**src/rtl/fpmul_pkg.sv**
```systemverilog
`default_nettype none
// +-------------------------------------------------------------------------+
// | fpmul_pkg : shared widths and decoded-operand type for the FP unpacker  |
// | Revision  : 1.0                                                          |
// +-------------------------------------------------------------------------+
package fpmul_pkg;
  localparam int EXP_W  = 8;
  localparam int FRAC_W = 23;
  localparam int SIG_W  = 24;
  localparam logic [EXP_W-1:0] EXP_MAX = 8'hFF;
  localparam int EXP_BIAS = 127;

  typedef struct packed {
    logic             nan;
    logic             inf;
    logic             zero;
    logic [EXP_W-1:0] exp;
    logic [SIG_W-1:0] sig;
  } operand_t;
endpackage
`default_nettype wire

```
**src/rtl/fpmul_unpack_if.sv**
```systemverilog
`default_nettype none
// +-------------------------------------------------------------------------+
// | fpmul_unpack_if : operand-in / unpacked-out handshake bundle            |
// | Revision        : 1.0                                                    |
// +-------------------------------------------------------------------------+
interface fpmul_unpack_if;
  import fpmul_pkg::*;

  logic             in_valid;
  logic             in_ready;
  logic [31:0]      FP_A;
  logic [31:0]      FP_B;
  logic             out_valid;
  logic             out_ready;
  logic             SIGN_out;
  logic [EXP_W-1:0] EXP_A;
  logic [EXP_W-1:0] EXP_B;
  logic [SIG_W-1:0] SIG_A;
  logic [SIG_W-1:0] SIG_B;
  logic             isINF;
  logic             isNaN;
  logic             isZ_tab;

  modport slave (
    input  in_valid, FP_A, FP_B, out_ready,
    output in_ready, out_valid, SIGN_out, EXP_A, EXP_B, SIG_A, SIG_B,
           isINF, isNaN, isZ_tab
  );

  modport master (
    output in_valid, FP_A, FP_B, out_ready,
    input  in_ready, out_valid, SIGN_out, EXP_A, EXP_B, SIG_A, SIG_B,
           isINF, isNaN, isZ_tab
  );
endinterface
`default_nettype wire

```
**src/rtl/fpmul_classify.sv**
```systemverilog
`default_nettype none
// +-------------------------------------------------------------------------+
// | fpmul_classify : decode one IEEE-754 single (sign excluded) into class, |
// |                  exponent and significand. Macro: FPMUL_UNPACK_DENORM_EN |
// | Revision       : 1.0                                                     |
// +-------------------------------------------------------------------------+
module fpmul_classify
  import fpmul_pkg::*;
(
  input  logic [EXP_W+FRAC_W-1:0] op_i,
  output logic                    isNaN_o,
  output logic                    isINF_o,
  output logic                    isZero_o,
  output logic [EXP_W-1:0]        EXP_o,
  output logic [SIG_W-1:0]        SIG_o
);
  logic [EXP_W-1:0]  exp_f;
  logic [FRAC_W-1:0] frac_f;
  logic              frac_nz;

  assign exp_f   = op_i[EXP_W+FRAC_W-1:FRAC_W];
  assign frac_f  = op_i[FRAC_W-1:0];
  assign frac_nz = |frac_f;

  always_comb begin
    isNaN_o  = 1'b0;
    isINF_o  = 1'b0;
    isZero_o = 1'b0;
    EXP_o    = exp_f;
    SIG_o    = {1'b1, frac_f};
    if (exp_f == EXP_MAX) begin
      isNaN_o = frac_nz;
      isINF_o = ~frac_nz;
    end else if (exp_f == '0) begin
      if (!frac_nz) begin
        isZero_o = 1'b1;
        SIG_o    = '0;
      end else begin
`ifdef FPMUL_UNPACK_DENORM_EN
        // Denormals carry the effective exponent 1 with no hidden bit.
        EXP_o = EXP_W'(1);
        SIG_o = {1'b0, frac_f};
`else
        isZero_o = 1'b1;
        SIG_o    = '0;
`endif
      end
    end
  end
endmodule
`default_nettype wire

```
**src/rtl/fpmul_unpack.sv**
```systemverilog
`default_nettype none
// +-------------------------------------------------------------------------+
// | fpmul_unpack : 2-stage operand unpacker in front of an FP multiplier.   |
// |                Optional denormal support: FPMUL_UNPACK_DENORM_EN        |
// | Revision     : 1.0                                                       |
// +-------------------------------------------------------------------------+
module fpmul_unpack
  import fpmul_pkg::*;
(
  input  logic                 clk,
  input  logic                 rst_n,
  fpmul_unpack_if.slave        bus
);
  logic        adv1, adv2;
  logic        v1_q, v1_d;
  logic [31:0] a1_q, a1_d, b1_q, b1_d;
  logic        v2_q, v2_d;
  logic        sign_q, sign_d;
  logic        nan_q, nan_d, inf_q, inf_d, zero_q, zero_d;
  logic [EXP_W-1:0] exp_a_q, exp_a_d, exp_b_q, exp_b_d;
  logic [SIG_W-1:0] sig_a_q, sig_a_d, sig_b_q, sig_b_d;
  operand_t    op_a, op_b;
  logic        prod_nan;

  fpmul_classify u_cls_a (
    .op_i(a1_q[30:0]), .isNaN_o(op_a.nan), .isINF_o(op_a.inf),
    .isZero_o(op_a.zero), .EXP_o(op_a.exp), .SIG_o(op_a.sig)
  );

  fpmul_classify u_cls_b (
    .op_i(b1_q[30:0]), .isNaN_o(op_b.nan), .isINF_o(op_b.inf),
    .isZero_o(op_b.zero), .EXP_o(op_b.exp), .SIG_o(op_b.sig)
  );

  assign prod_nan = op_a.nan | op_b.nan | (op_a.inf & op_b.zero) | (op_a.zero & op_b.inf);

  // Each stage may advance when empty or when the stage after it drains.
  assign adv2 = ~v2_q | bus.out_ready;
  assign adv1 = ~v1_q | adv2;

  always_comb begin
    v1_d = v1_q;  a1_d = a1_q;  b1_d = b1_q;
    v2_d = v2_q;  sign_d = sign_q;
    nan_d = nan_q;  inf_d = inf_q;  zero_d = zero_q;
    exp_a_d = exp_a_q;  exp_b_d = exp_b_q;
    sig_a_d = sig_a_q;  sig_b_d = sig_b_q;
    if (adv1) begin
      v1_d = bus.in_valid;
      if (bus.in_valid) begin
        a1_d = bus.FP_A;
        b1_d = bus.FP_B;
      end
    end
    if (adv2) begin
      v2_d = v1_q;
      if (v1_q) begin
        sign_d  = a1_q[31] ^ b1_q[31];
        nan_d   = prod_nan;
        inf_d   = (op_a.inf | op_b.inf) & ~prod_nan;
        zero_d  = (op_a.zero | op_b.zero) & ~prod_nan;
        exp_a_d = op_a.exp;
        exp_b_d = op_b.exp;
        sig_a_d = op_a.sig;
        sig_b_d = op_b.sig;
      end
    end
  end

  always_ff @(posedge clk or negedge rst_n) begin
    if (!rst_n) begin
      v1_q <= 1'b0;  a1_q <= '0;  b1_q <= '0;
      v2_q <= 1'b0;  sign_q <= 1'b0;
      nan_q <= 1'b0;  inf_q <= 1'b0;  zero_q <= 1'b0;
      exp_a_q <= '0;  exp_b_q <= '0;  sig_a_q <= '0;  sig_b_q <= '0;
    end else begin
      v1_q <= v1_d;  a1_q <= a1_d;  b1_q <= b1_d;
      v2_q <= v2_d;  sign_q <= sign_d;
      nan_q <= nan_d;  inf_q <= inf_d;  zero_q <= zero_d;
      exp_a_q <= exp_a_d;  exp_b_q <= exp_b_d;
      sig_a_q <= sig_a_d;  sig_b_q <= sig_b_d;
    end
  end

  assign bus.in_ready  = adv1;
  assign bus.out_valid = v2_q;
  assign bus.SIGN_out  = sign_q;
  assign bus.EXP_A     = exp_a_q;
  assign bus.EXP_B     = exp_b_q;
  assign bus.SIG_A     = sig_a_q;
  assign bus.SIG_B     = sig_b_q;
  assign bus.isNaN     = nan_q;
  assign bus.isINF     = inf_q;
  assign bus.isZ_tab   = zero_q;
endmodule
`default_nettype wire

```
**src/flat_wrapper.sv**
```systemverilog
// flat-port wrapper written by rule: the top's interface ports become plain ports
module fpmul_unpack_flat import fpmul_pkg::*;
  (clk, rst_n, bus_in_valid, bus_FP_A, bus_FP_B, bus_out_ready, bus_in_ready, bus_out_valid, bus_SIGN_out, bus_EXP_A, bus_EXP_B, bus_SIG_A, bus_SIG_B, bus_isINF, bus_isNaN, bus_isZ_tab);
  fpmul_unpack_if bus_i ();
  input  logic clk;
  input  logic rst_n;
  input wire logic [$bits(bus_i.in_valid)-1:0] bus_in_valid;
  input wire logic [$bits(bus_i.FP_A)-1:0] bus_FP_A;
  input wire logic [$bits(bus_i.FP_B)-1:0] bus_FP_B;
  input wire logic [$bits(bus_i.out_ready)-1:0] bus_out_ready;
  output wire logic [$bits(bus_i.in_ready)-1:0] bus_in_ready;
  output wire logic [$bits(bus_i.out_valid)-1:0] bus_out_valid;
  output wire logic [$bits(bus_i.SIGN_out)-1:0] bus_SIGN_out;
  output wire logic [$bits(bus_i.EXP_A)-1:0] bus_EXP_A;
  output wire logic [$bits(bus_i.EXP_B)-1:0] bus_EXP_B;
  output wire logic [$bits(bus_i.SIG_A)-1:0] bus_SIG_A;
  output wire logic [$bits(bus_i.SIG_B)-1:0] bus_SIG_B;
  output wire logic [$bits(bus_i.isINF)-1:0] bus_isINF;
  output wire logic [$bits(bus_i.isNaN)-1:0] bus_isNaN;
  output wire logic [$bits(bus_i.isZ_tab)-1:0] bus_isZ_tab;
  assign bus_i.in_valid = bus_in_valid;
  assign bus_i.FP_A = bus_FP_A;
  assign bus_i.FP_B = bus_FP_B;
  assign bus_i.out_ready = bus_out_ready;
  assign bus_in_ready = bus_i.in_ready;
  assign bus_out_valid = bus_i.out_valid;
  assign bus_SIGN_out = bus_i.SIGN_out;
  assign bus_EXP_A = bus_i.EXP_A;
  assign bus_EXP_B = bus_i.EXP_B;
  assign bus_SIG_A = bus_i.SIG_A;
  assign bus_SIG_B = bus_i.SIG_B;
  assign bus_isINF = bus_i.isINF;
  assign bus_isNaN = bus_i.isNaN;
  assign bus_isZ_tab = bus_i.isZ_tab;
  fpmul_unpack u_core (.clk(clk), .rst_n(rst_n), .bus(bus_i));
endmodule
```
**config.mk**
```make
export PLATFORM = sky130hd
export DESIGN_NAME = fpmul_unpack_flat
export DESIGN_NICKNAME = d
export VERILOG_FILES = /design/src/rtl/fpmul_pkg.sv /design/src/rtl/fpmul_unpack_if.sv /design/src/rtl/fpmul_classify.sv /design/src/rtl/fpmul_unpack.sv /design/src/flat_wrapper.sv
export SDC_FILE = /design/constraint.sdc
export NUM_CORES = 1
export LEC_CHECK = 0
export ABC_CLOCK_PERIOD_IN_PS = 1600
export CORE_UTILIZATION = 44
export CTS_CLUSTER_SIZE = 28
export DETAILED_ROUTE_END_ITERATION = 10
export GPL_ROUTABILITY_DRIVEN = 1
export GPL_TIMING_DRIVEN = 0
export PLACE_DENSITY = 0.75
export SLEW_MARGIN = 30
export SYNTH_ARGS = -nofsm -noshare
export SYNTH_HDL_FRONTEND = slang
export SYNTH_SLANG_ARGS = --single-unit
```
**constraint.sdc**
```tcl
create_clock -name clk -period 1.6 [get_ports clk]
set_input_delay 0.24 -clock clk [delete_from_list [all_inputs] [get_ports clk]]
set_output_delay 0.24 -clock clk [all_outputs]
set_load 0.02 [all_outputs]
```
---- After elaboration in Yosys (flattened, before gate mapping) ----
Index checks and enable logic that the tools add are counted.
word-level totals
  logic and storage cells ................. 49
  register bits after elaboration ......... 134
  input port bits ......................... 68
  output and inout port bits .............. 70
cells by class
  bitwise operators ....................... 17
  eq/ne operators ......................... 2
  multiplexer cells ....................... 12
  reductions and logical operators ........ 6
operator list
  kind                                   number
  24-bit 2-to-1 mux                      4
  23-bit OR reduction                    2
  8-bit == test (second input constant)  2
  8-bit logical NOT                      2
  1-bit 2-to-1 mux                       8
  1-bit bitwise OR                       7
  1-bit inverter                         5
  1-bit AND                              4
  2-bit AND reduction                    2
  1-bit bitwise XOR                      1

---- Longest topological paths before layout ----
  word-level depth ........................ 8
  gate-level depth with buffers ........... 6
  mapped depth without buffers ............ 4

---- By module ----
From an unflattened synthesis, not the netlist that was laid out.
unflattened totals
  cell total of the unflattened synthesis .. 391
  area total of the unflattened synthesis .. 5,699.2 um2
by module, submodules not included
  module          times used  cells each  area each (um2)  seq. area each (um2)
  fpmul_unpack    1           291         5,071.1          3,353.2
  fpmul_classify  2           50          314.1            0.0

---- Least setup slack after synthesis ----
Ideal clock, no wire load.
  path kind ............................... register to register
  from .................................... reg u_core.v2_q (netlist: u_core.bus.out_valid)
  to ...................................... reg u_core.a1_q[0]
  cell stages (with the launch flop) ...... 5
  required time ........................... 1,475 ps
  period minus slack after synthesis ...... 1,722 ps
  setup time .............................. 125 ps
  setup slack ............................. -122 ps
  buffers on the path ..................... 1
  arrival time ............................ 1,597 ps
  cell sequence ........................... dfrtp_1 -> nand3b_1 -> nand2_1 -> buf_2 -> mux2_2
on the way
  word-level cells in the longest chain between the ends .. 4
ends and longest elaborated chain
  item                           RTL line            source
  from (decl)                    fpmul_unpack.sv:17  logic v2_q, v2_d;
  from (signal assigned)         fpmul_unpack.sv:77  v2_q <= v2_d; sign_q <= sign_d;
  1-bit inverter                 fpmul_unpack.sv:38  assign adv2 = ~v2_q | bus.out_ready;
  1-bit bitwise OR               fpmul_unpack.sv:38
  1-bit bitwise OR               fpmul_unpack.sv:39  assign adv1 = ~v1_q | adv2;
  named net bus_in_ready         flat_wrapper.sv:11  output wire logic [$bits(bus_i.in_ready)-1:0] bus_in_ready;
  2-bit AND reduction (no line)  --
  to (signal assigned)           fpmul_unpack.sv:71  v1_q <= 1'b0; a1_q <= '0; b1_q <= '0;
  to (signal assigned)           fpmul_unpack.sv:76  v1_q <= v1_d; a1_q <= a1_d; b1_q <= b1_d;
  to (decl)                      fpmul_unpack.sv:16  logic [31:0] a1_q, a1_d, b1_q, b1_d;
The timed path passes the listed nets, and every way through them passes these cells.
A chain may end at the register's enable or synchronous reset.

---- Worst setup path in the final report ----
  from .................................... reg u_core.a1_q[17]
  to ...................................... reg u_core.inf_q (netlist: u_core.bus.isINF)
on the way
  word-level cells in the longest chain between the ends .. 8
  elaborated cells on any way between the ends .. 11
  classes of those cells .................. mux (2); bitwise (8); reduce/logical (1)
ends and longest elaborated chain
  item                           RTL line              source
  23-bit OR reduction *          fpmul_classify.sv:23  assign frac_nz = |frac_f;
  1-bit inverter                 fpmul_classify.sv:33  isINF_o = ~frac_nz;
  1-bit 2-to-1 mux               fpmul_classify.sv:31  if (exp_f == EXP_MAX) begin
  1-bit AND                      fpmul_unpack.sv:35    assign prod_nan = op_a.nan | op_b.nan | (op_a.inf & op_b.zero) | (op_a.zero & op_b.inf);
  1-bit bitwise OR (2 in a row)  fpmul_unpack.sv:35
  1-bit inverter                 fpmul_unpack.sv:59    inf_d = (op_a.inf | op_b.inf) & ~prod_nan;
  1-bit AND *                    fpmul_unpack.sv:59
  to (signal assigned)           fpmul_unpack.sv:78    nan_q <= nan_d; inf_q <= inf_d; zero_q <= zero_d;
  to (decl)                      fpmul_unpack.sv:19    logic nan_q, nan_d, inf_q, inf_d, zero_q, zero_d;
Mark *: on every way between the ends. The rest lies on a longest branch, timed or not.

==> flow_summary.yaml <==
logic_synthesis:
  synth_seq_area_share_pct: 63.24
  synth_compound_area_share_pct: 5.946
  yosys.area_share.xor_xnor_pct: 0.1652
  syn_area_sq_mm: 0.005303
  synth_largest_area_cell: "dfrtp_1"
  synth_mux_area_share_pct: 13.59
  ys_seq_elements: 134
  synth_fa_ha_area_share_pct: 0
  synth_area_leaders: "dfrtp_1 (63%), mux2_2 (14%), nand2_1 (10%), o21ai_0 (4.6%), clkbuf_1 (0.99%)"
  syn-num-nets: 532
  synth.top_cell.area_share_pct: 63.24
  ys_types: 27
  synth_top_family_by_area: "simple AND/OR/NAND/NOR gates"
  yosys.area_share.simple_pct: 15.13
  yosysWarnings: 0
  synth_area_per_cell_sq_um: 11.43
  synth_cells: 464
grt:
  grt_pass1_vias: 4314
  antenna_found_initial: 0
  grt_usage_pct: 23.54
  grt_pass1_wl_um: 22320
  overflow: 0
  grt_max_degree: 71
die:
  io_pins: 138
  die_w_um: 111.8
  fp.dieH_um: 111.8
  dieArea_sq_mm: 0.01249
  initial_utilization_pct: 45.85
  core_sq_mm: 0.01156
  num_rows: 39
timing:
  min_period_ns: 1.717
  whs_ns: 0.3549
  fin_ws_ns: -0.1172
  clock_skew_ns: 0.008807
  slew-limit-headroom_pct: 67.10
  period_share_pct: 107.3
  setup_viol: 5
  slew_violations: 0
  hold_viol: 0
  clock.fmax_ghz: 0.5823
  rsz0062_at_grt: "true"
  tightest_slew_ns: 0.4934
routing:
  dr.pass1.iters: 7
  antenna_left: 0
  drt-wirelength-per-cell_um: 17.43
  via_per_inst: 5.210
  drc_errors: 10
  drt_iter0_markers: 302
  vias: 4168
  routed_wl_um: 13940
clock_network:
  cts_tree: "yes"
  clkTransAtPathRegs_ns: 0.06
  cts_made_buffers: 17
  cts_buffer_depth: 2
  cts-root-buf: "clkbuf_16"
  clk_latency_ns: 0.42
  cts.htree.levels: 4
  numClockSinks: 134
final_layout:
  final_common_cell: "nand2_1"
  final_cell_mix: "nand2_1 (145), dfrtp_1 (134), dlygate4sd2_1 (69)"
  seq_area_sq_mm: 0.003353
  drive_gt1_share_pct: 28.92
  multiInputGateArea_sq_mm: 0.002054
  antenna_cells: 0
  nets: 712
  fin_cells: 800
  syn2layout_area_growth_pct: 50.26
  fillers: 825
critical_path:
  path_cells: "or4_4, nor4_2, a22oi_2, o41ai_2"
  worst_ep_arrival_time_ns: 2.04
  critical_path_class: "register to register"
  r2r_setup_slack_ns: -0.12
  critPathLaunchType: "register"
  max_stage_delay_ns: 0.57
  required_ns: 1.92
  critPathMaxFanout: 3
  cp_slowest_cell: "or4_4"
  cp-end-kind: "register"
status:
  outcome: "finished with violations"
  violations: "DRC, setup timing"
flow_run:
  maxCapViolations: 0
placement:
  dp_hpwl_um: 9177
  port_buffers: 137
  placed_cells: 745
  gp_congestion: 0.8252
pwr:
  peakVddDrop_mv: 0.9559
  power_density_mw_per_mm2: 1370
  p_leak_nw: 3.665
worst_hold_path:
  holdCritPathClass: "input pin to asynchronous set/reset pin"
[state kept, by name, summed over array words and instances (netlist names)]
signal                cells
u_core.a1_q              32
u_core.bus.SIG_B         24
u_core.b1_q              32
u_core.bus.isZ_tab        1
u_core.bus.SIGN_out       1
u_core.bus.SIG_A         24
u_core.v1_q               1
u_core.bus.out_valid      1
u_core.bus.EXP_B          8
u_core.bus.EXP_A          8
u_core.bus.isINF          1
u_core.bus.isNaN          1
[cell type report]
class	count	area share, %
clock inverters	9	1.822
repair buffers	162	19.72
plain buffers	23	2.089
clock buffers	23	6.250
flip-flops and latches	134	42.09
well taps	143	2.246
multi-input cells	306	25.79
[stage by stage]
stage	area (sq um)	setup TNS (ns)	total power, mW	setup slack (ns)	util (%)
2_1_floorplan	5305	-2.650	5.516	-0.04416	-
3_3_place_gp	6855	-694.61	6.700	-4.794	59.28
3_5_place_dp	6888	-57.19	6.791	-0.6400	59.56
4_1_cts	7732	-0.7019	10.87	-0.05796	66.86
5_1_grt	7968	-0.9828	11.40	-0.1888	68.90
6_report	7968	-0.2141	10.91	-0.1172	68.90
[worst paths after layout]
path                                           from  cells after the start             endpoint
max in group asynchronous                     rst_n                      3      u_core.a1_q[26]
worst min-delay path                          rst_n                      2  u_core.bus.SIG_B[2]
worst max register to register      u_core.a1_q[17]                      4     u_core.bus.isINF
worst min register to register  u_core.bus.EXP_B[2]                      2  u_core.bus.EXP_B[2]
worst max-delay path                u_core.a1_q[17]                      4     u_core.bus.isINF
min in group clk                       bus_FP_B[28]                      2      u_core.b1_q[28]
[what timing repair did]
item,CTS,global route
gates cloned,3,1
hold buffers,1,0
endpoints found under the hold margin,64,0
pin swaps,9,23
setup buffers,11,8
resized for setup,133,74
setup endpoints to repair,196,87
[power by group]
part	total [mW]	switching, mW	internal [mW]
registers	4.41	0.414	4.00
logic	2.30	1.26	1.04
clock network	4.20	1.40	2.80
total	10.9	3.08	7.84
[metal layers]
layer | vias up | global-route usage, % | wire (um)
met2 | 156 | 37.56 | 6841
met5 | - | 0 | 0
li1 | 1936 | - | -
met4 | 0 | 8.468 | 182
met1 | 2062 | 29.84 | 5815
met3 | 14 | 8.057 | 1104
[synth_stat cells]
cell        n
nand2_1   147
dfrtp_1   134
mux2_2     64
o21ai_0    49
clkbuf_1   14
nor4_1      8
or4_1       7
buf_2       6
clkbuf_2    4
nand2b_1    4
nand4_1     4
a31oi_2     2
and4_1      2
nor2_1      2
nor2_2      2
nor3_1      2
or2_1       2
or2_2       2
a22oi_1     1
and2_1      1
nand3b_1    1
o21ai_1     1
o31a_1      1
o31ai_1     1
o41ai_2     1
or4_4       1
xnor2_1     1
[logic make-up (layout without fill, tap and decap cells)]
logic type | after synthesis | count (layout)
xor+xnor | 1 | 1
mux | 64 | 64
simple gates | 185 | 185
buf+inv | 24 | 217
flops | 134 | 134
compound gates | 56 | 56
[worst max-delay path, delay by kind of cell (launching register included)]
| family | cells | cell delay [ns] |
|---|---|---|
| compound gates | 2 | 0.33 |
| simple gates | 2 | 0.89 |
| flops | 1 | 0.39 |
Power figures use the tool's default switching activity.
